`src/rtl/icache_pkg.sv`:
```
// rtl/icache_pkg.sv - shared types, default geometry and helpers for the icache refill slice
//
// Contents:
//   state_e          refill FSM states (IDLE, REQ, FILL, WRITE)
//   DEF_*            default block/beat geometry
//   BEAT_COUNT       beats per block at the default geometry
//   OFFSET_W         byte-offset bits inside a block at the default geometry
//   block_align()    clears the in-block byte offset of an address
package icache_pkg;

  typedef enum logic [1:0] {
    ST_IDLE  = 2'd0,
    ST_REQ   = 2'd1,
    ST_FILL  = 2'd2,
    ST_WRITE = 2'd3
  } state_e;

  localparam int unsigned DEF_BLOCK_WIDTH = 512;
  localparam int unsigned DEF_BEAT_WIDTH  = 64;
  localparam int unsigned BEAT_COUNT      = DEF_BLOCK_WIDTH / DEF_BEAT_WIDTH;
  localparam int unsigned OFFSET_W        = $clog2(DEF_BLOCK_WIDTH / 8);

  // Addresses up to 64 bits are aligned here; callers truncate to their width.
  function automatic logic [63:0] block_align(input logic [63:0] addr,
                                              input int unsigned  off_w);
    logic [63:0] mask;
    mask = ~64'd0 << off_w;
    return addr & mask;
  endfunction

endpackage

```
`src/rtl/icache_beat_asm.sv`:
```
// rtl/icache_beat_asm.sv - beat counter and block slot register for refill assembly
//
// Ports:
//   clk_i, arst_i   clock, asynchronous active-high reset
//   clear_i         zero counter and block (start of a new refill)
//   load_i          write beat_i into slot cnt, then advance cnt (wraps after last slot)
//   beat_i          incoming beat data
//   last_o          counter currently points at the final slot
//   block_o         assembled block, slot 0 in the LSBs
module icache_beat_asm #(
  parameter int BLOCK_WIDTH = 512,
  parameter int BEAT_WIDTH  = 64
) (
  input  logic                   clk_i,
  input  logic                   arst_i,
  input  logic                   clear_i,
  input  logic                   load_i,
  input  logic [BEAT_WIDTH-1:0]  beat_i,
  output logic                   last_o,
  output logic [BLOCK_WIDTH-1:0] block_o
);

  localparam int BEATS = BLOCK_WIDTH / BEAT_WIDTH;
  localparam int CNT_W = (BEATS > 1) ? $clog2(BEATS) : 1;
  localparam logic [CNT_W-1:0] CNT_MAX = CNT_W'(BEATS - 1);

  logic [CNT_W-1:0]       cnt_q;
  logic [BLOCK_WIDTH-1:0] block_q;

  assign last_o  = (cnt_q == CNT_MAX);
  assign block_o = block_q;

  always_ff @(posedge clk_i or posedge arst_i) begin
    if (arst_i) begin
      cnt_q   <= '0;
      block_q <= '0;
    end else if (clear_i) begin
      cnt_q   <= '0;
      block_q <= '0;
    end else if (load_i) begin
      block_q[cnt_q*BEAT_WIDTH +: BEAT_WIDTH] <= beat_i;
      // Explicit wrap keeps non-power-of-two beat counts correct.
      cnt_q <= last_o ? '0 : cnt_q + 1'b1;
    end
  end

endmodule

```
`src/rtl/icache_refill.sv`:
```
// rtl/icache_refill.sv - miss detection, block read request and refill write for the icache
//
// Optional build macro: ICACHE_REFILL_PERF_EN adds saturating miss/stall counters.
//
// Ports:
//   clk_i, arst_i        clock, asynchronous active-high reset
//   fetch_req_i, addr_i  fetch lookup valid and address
//   hit_i                cache hit for addr_i
//   flush_i              redirect: abandon the refill in progress (beats still drained)
//   stall_o              fetch must hold
//   cache_we_o           one-cycle cache write enable
//   cache_addr_o         addr_i, or the latched miss address while writing
//   cache_block_o        assembled refill block
//   mem_req_*            block read request (valid/ready handshake, aligned address)
//   mem_rsp_*            response beats (always accepted) and last marker
//   err_o                sticky protocol error
//   perf_miss_cnt_o      (perf build) refills started
//   perf_stall_cnt_o     (perf build) cycles with stall_o high
module icache_refill
  import icache_pkg::*;
#(
  parameter int ADDR_WIDTH  = 64,
  parameter int BLOCK_WIDTH = DEF_BLOCK_WIDTH,
  parameter int BEAT_WIDTH  = DEF_BEAT_WIDTH
) (
  input  logic                   clk_i,
  input  logic                   arst_i,
  input  logic                   fetch_req_i,
  input  logic [ADDR_WIDTH-1:0]  addr_i,
  input  logic                   hit_i,
  input  logic                   flush_i,
  output logic                   stall_o,
  output logic                   cache_we_o,
  output logic [ADDR_WIDTH-1:0]  cache_addr_o,
  output logic [BLOCK_WIDTH-1:0] cache_block_o,
  output logic                   mem_req_valid_o,
  input  logic                   mem_req_ready_i,
  output logic [ADDR_WIDTH-1:0]  mem_req_addr_o,
  input  logic                   mem_rsp_valid_i,
  input  logic [BEAT_WIDTH-1:0]  mem_rsp_data_i,
  input  logic                   mem_rsp_last_i,
  output logic                   err_o
`ifdef ICACHE_REFILL_PERF_EN
 ,output logic [31:0]            perf_miss_cnt_o,
  output logic [31:0]            perf_stall_cnt_o
`endif
);

  localparam int unsigned OFF_W = $clog2(BLOCK_WIDTH / 8);

  state_e                state_q, state_d;
  logic [ADDR_WIDTH-1:0] addr_q;
  logic                  abort_q;
  logic                  err_q;
  logic                  miss;
  logic                  start;
  logic                  asm_load;
  logic                  cnt_last;
  logic                  proto_err;

  assign miss = fetch_req_i & ~hit_i;

  icache_beat_asm #(
    .BLOCK_WIDTH (BLOCK_WIDTH),
    .BEAT_WIDTH  (BEAT_WIDTH)
  ) u_beat_asm (
    .clk_i   (clk_i),
    .arst_i  (arst_i),
    .clear_i (start),
    .load_i  (asm_load),
    .beat_i  (mem_rsp_data_i),
    .last_o  (cnt_last),
    .block_o (cache_block_o)
  );

  // Completion is decided by the beat counter; last only serves as a cross-check.
  assign proto_err = mem_rsp_valid_i &
                     ((state_q != ST_FILL) | (mem_rsp_last_i != cnt_last));

  always_ff @(posedge clk_i or posedge arst_i) begin
    if (arst_i) begin
      state_q <= ST_IDLE;
      addr_q  <= '0;
      abort_q <= 1'b0;
      err_q   <= 1'b0;
    end else begin
      state_q <= state_d;
      if (start) begin
        addr_q  <= addr_i;
        abort_q <= 1'b0;
      end else if (flush_i && (state_q == ST_REQ || state_q == ST_FILL)) begin
        abort_q <= 1'b1;
      end
      if (proto_err) begin
        err_q <= 1'b1;
      end
    end
  end

  always_comb begin
    state_d         = state_q;
    stall_o         = 1'b1;
    cache_we_o      = 1'b0;
    cache_addr_o    = addr_i;
    mem_req_valid_o = 1'b0;
    start           = 1'b0;
    asm_load        = 1'b0;
    unique case (state_q)
      ST_IDLE: begin
        stall_o = miss;
        if (miss && !flush_i) begin
          start   = 1'b1;
          state_d = ST_REQ;
        end
      end
      ST_REQ: begin
        mem_req_valid_o = 1'b1;
        if (mem_req_ready_i) begin
          state_d = ST_FILL;
        end
      end
      ST_FILL: begin
        if (mem_rsp_valid_i) begin
          asm_load = 1'b1;
          // A flush on the final beat itself also cancels the write.
          if (cnt_last) begin
            state_d = (abort_q || flush_i) ? ST_IDLE : ST_WRITE;
          end
        end
      end
      ST_WRITE: begin
        cache_we_o   = 1'b1;
        cache_addr_o = addr_q;
        state_d      = ST_IDLE;
      end
      default: state_d = ST_IDLE;
    endcase
  end

  assign mem_req_addr_o = ADDR_WIDTH'(block_align(64'(addr_q), OFF_W));
  assign err_o          = err_q;

`ifdef ICACHE_REFILL_PERF_EN
  logic [31:0] miss_cnt_q;
  logic [31:0] stall_cnt_q;

  always_ff @(posedge clk_i or posedge arst_i) begin
    if (arst_i) begin
      miss_cnt_q  <= '0;
      stall_cnt_q <= '0;
    end else begin
      if (start && !(&miss_cnt_q)) begin
        miss_cnt_q <= miss_cnt_q + 32'd1;
      end
      if (stall_o && !(&stall_cnt_q)) begin
        stall_cnt_q <= stall_cnt_q + 32'd1;
      end
    end
  end

  assign perf_miss_cnt_o  = miss_cnt_q;
  assign perf_stall_cnt_o = stall_cnt_q;
`endif

endmodule

```
`config.mk`:
```
export PLATFORM = sky130hd
export DESIGN_NAME = icache_refill
export DESIGN_NICKNAME = d
export VERILOG_FILES = /design/src/rtl/icache_pkg.sv /design/src/rtl/icache_beat_asm.sv /design/src/rtl/icache_refill.sv
export SDC_FILE = /design/constraint.sdc
export NUM_CORES = 1
export LEC_CHECK = 0
export ABC_AREA = 1
export CAP_MARGIN = 40
export CORE_AREA = 2 2 306 308
export DETAILED_ROUTE_END_ITERATION = 8
export DIE_AREA = 0 0 308 310
export SETUP_SLACK_MARGIN = 0.5
export SKIP_CTS_REPAIR_TIMING = 1
export SYNTH_ARGS = -nofsm -noshare
export SYNTH_HDL_FRONTEND = slang
export SYNTH_SLANG_ARGS = --single-unit
```
`constraint.sdc`:
```
create_clock -name clk_i -period 38.5 [get_ports clk_i]
set_input_delay 7.7 -clock clk_i [delete_from_list [all_inputs] [get_ports clk_i]]
set_output_delay 7.7 -clock clk_i [all_outputs]
set_load 0.01 [all_outputs]
```
==> results.md <==
* Worst-Skew Late Latency at 0.62 ns
* Io pins at between 700 and 800
* Type of origin of the critical path: input pin
* Crit path launch: fetch_req_i
* Crit share post-route at between 40% and 50%
* Grt ovf at 0
* H-tree levels at 3
* Yosys warnings at 0
* Count leader, synth: nand2_1
* DIE AREA at 95480 µm²
* RSZ-0062 raised after global routing: no
* DRC at 0
* Worst hold start: u_beat_asm.block_o[252]
* Top_reg_cell synth: dfrtp_1
* Number of enable flip-flop cells after synthesis at 0
* CTS tree: done
* Clock Path Buffers at 3
* Initial core utilization at between 20 and 30%
* Largest delay contributor family on the critical path: buffers and inverters
* Routed len/inst at around 22 µm
* Worst Tran Pin Value at a little over 0.9 ns
* Setup violators final at 0
* Final wirelength at between 100 and 150 mm
* All-layer global routing usage at between 20% and 30%
* Slowest stage delay, CP at approximately 0.72 ns
* Max_cap viols at 0
* Core footprint at just over 90000 µm²
* Endpoints failing hold at 0
* Syn-to-layout area delta at 40.85%
* Share of the synthesized area in the top cell type at 55.41%
* WP buf/inv at 3
* Sequential fraction of the synthesis area at between 50% and 60%
* Global-route wire length before repair at between 150 and 200 mm
* Final ANT Viol Nets at 0
* Reg clk slew, reported paths at about 0.060 ns
* Crit path cell chain: clkdlybuf4s50_1, inv_1, o21ai_0, clkdlybuf4s50_1
* Nets at a little over 4000
* Clock Tree Root: clkbuf_16
* Fraction of registers with async set/reset at 100.0%
* Synthesized instance count at roughly 3300
* CP max-delay cell: clkdlybuf4s50_1
* Worst hold path class: reg -> reg
* Initial antenna violation count at 10
* CP endpoint kind: output port
* Leakage at about 19 nW
* Max VDD drop at 47.52 µV
* Worst reg2reg path startpoint: u_beat_asm.cnt_q[0]
* Critical Path Fanout Max at 2
* CP Class: in -> out
* Die Span X at between 300 and 400 µm
* Yosys top cell by area: dfrtp_1
* Die H at between 300 and 400 µm
* Synth unique cells at 24
* 1st-iter DRT viols at 2335
* Number of global-route vias before repair at 23853
* Syn Std Cell Area at ~26000 µm²
* Synth top cells by count: nand2_1 (1309), dfrtp_1 (583), nand3_1 (366), nor2_1 (320), o21ai_0 (159)
* DR vias at about 25000
* Crit path top cell by count: clkdlybuf4s50_1
* RePlAce Congestion at 0.8597
* FF+latch count, synth at 583
* Clk sink count at between 500 and 600
* Final Max Slew Viols at 0
* Pwr Density at 69.43 nW/µm²
* Design Power at between 2 and 3 mW
* Post-Route Setup TNS at 0 ns
* DRT Pass-1 Iters at 6
* Rows at roughly 110
* Synthesized area per cell at 7.950 µm²
* Avg Vias per Cell at slightly below 5
* Clock Skew at approximately 0.021 ns
* Worst EP required at a little over 30 ns
* I/O Buffers at approximately 770
* Max_slew headroom at between 30 and 40%
* TritonCTS buffer count at between 60 and 70
* Layout cell share with drive strength beyond 1 at roughly 5%
* Fmax at about 0.06 GHz
* Post-DP HPWL at 80.99 mm
* Fin crit period at 16.94 ns
* Status: completed
* Pin count of the biggest net entering global routing at roughly 170
* WP data arrival at a little over 9 ns
* Top post-synthesis cells by area: dfrtp_1 (55%), nand2_1 (19%), nand3_1 (7.0%)
## stage by stage
step | cell area, µm² | hold WS [ns] | std cells | setup WS [ns] | utilization [%]
after global placement | 34480 | 0.4492 | 5029 | 21.45 | 37.28
final | 37090 | 0.4671 | 5169 | 21.56 | 40.10
after floorplan | 26350 | 0.4529 | 3317 | 14.49 | -
after global routing | 37080 | 0.4850 | 5168 | 21.49 | 40.10
after detailed placement | 34720 | 0.4570 | 5039 | 21.51 | 37.54
after CTS | 37070 | 0.4722 | 5163 | 21.51 | 40.08
## cell usage in the layout, fill, tap and decap left out
master	Yosys	routed
nand3_4	0	1
bufinv_16	0	3
clkbuf_8	0	20
inv_6	0	3
nand2_1	1309	1306
diode_2	0	6
nor3_1	32	32
nor2_4	7	13
nand2_4	0	1
nor3_4	1	1
nand2_2	4	6
inv_2	11	11
clkbuf_16	0	73
buf_12	0	6
a21oi_1	2	2
dfrtp_2	0	1
o22ai_1	1	1
inv_8	0	1
nand4_1	82	82
nor2_2	7	4
clkinv_8	0	2
buf_16	0	6
inv_1	118	117
nand3b_1	2	2
ha_1	9	7
nor2_1	320	317
clkdlybuf4s50_1	0	773
clkbuf_1	77	12
conb_1	1	6
clkinv_2	0	11
ha_4	0	2
o21ai_0	159	159
dfrtp_1	583	582
nand3_1	366	365
buf_4	72	37
o211ai_1	1	1
## final cells by class
| cell class | instances | area (µm²) |
|---|---|---|
| sequential | 583 | 14590 |
| fill | 9395 | 55400 |
| antenna | 6 | 15.01 |
| multi-input combinational | 2308 | 9841 |
| tap | 1197 | 1498 |
| inverter | 129 | 491.7 |
| timing repair buffer | 822 | 8300 |
| clock inverter | 19 | 203.9 |
| clock buffer | 105 | 2147 |
## where the power goes
group | switching (mW) | total, mW | internal [mW] | leakage (nW)
logic | 0.655 | 1.05 | 0.395 | 9.54
registers | 0.0934 | 0.842 | 0.749 | 7.99
clock network | 0.277 | 0.683 | 0.406 | 1.17
total | 1.03 | 2.57 | 1.55 | 18.7
## sequential cells by signal, summed over array words and instances (netlist names)
register and count:
u_beat_asm.block_o 512, addr_q 64, u_beat_asm.cnt_q 3, state_q 2, abort_q 1, err_o 1
## cells by family after synthesis
| group | Yosys count | share of synthesized area (%) |
|---|---|---|
| other | 1 | 0.01424 |
| buffers and inverters | 426 | 7.622 |
| and+or+nand+nor | 2130 | 33.42 |
| adders and majority gates | 9 | 0.4277 |
| DFF | 583 | 55.41 |
| AOI/OAI and AO/OA | 163 | 3.113 |
## worst paths after layout
path / depth (start not counted) / to / slack [ns]
max reg2reg: 11 / u_beat_asm.block_o[74] / 34.49
max: 4 / stall_o / 21.56
max in group asynchronous: 7 / u_beat_asm.block_o[195] / 28.34
min: 2 / u_beat_asm.block_o[252] / 0.47
min in group asynchronous: 2 / u_beat_asm.block_o[176] / 7.61
min reg2reg: 2 / u_beat_asm.block_o[252] / 0.47
## per-layer routing
layer  up-vias  wire (µm)  GRT usage, %
met2      1148      53070         37.01
met3       187       9502         5.667
li1      11593          -             -
met5         -         13             0
met1     12092      49260         31.36
met4         2       4075         8.951
## worst register-to-register path: cells and delay by family (launching register included)
kind | cells | cell delay, ns
buffers and inverters | 4 | 1.36
AND/OR/NAND/NOR | 6 | 1.10
adder cells (fa/ha/maj) | 1 | 0.75
flip-flops | 1 | 0.69
(Power assumes the default switching activity.)
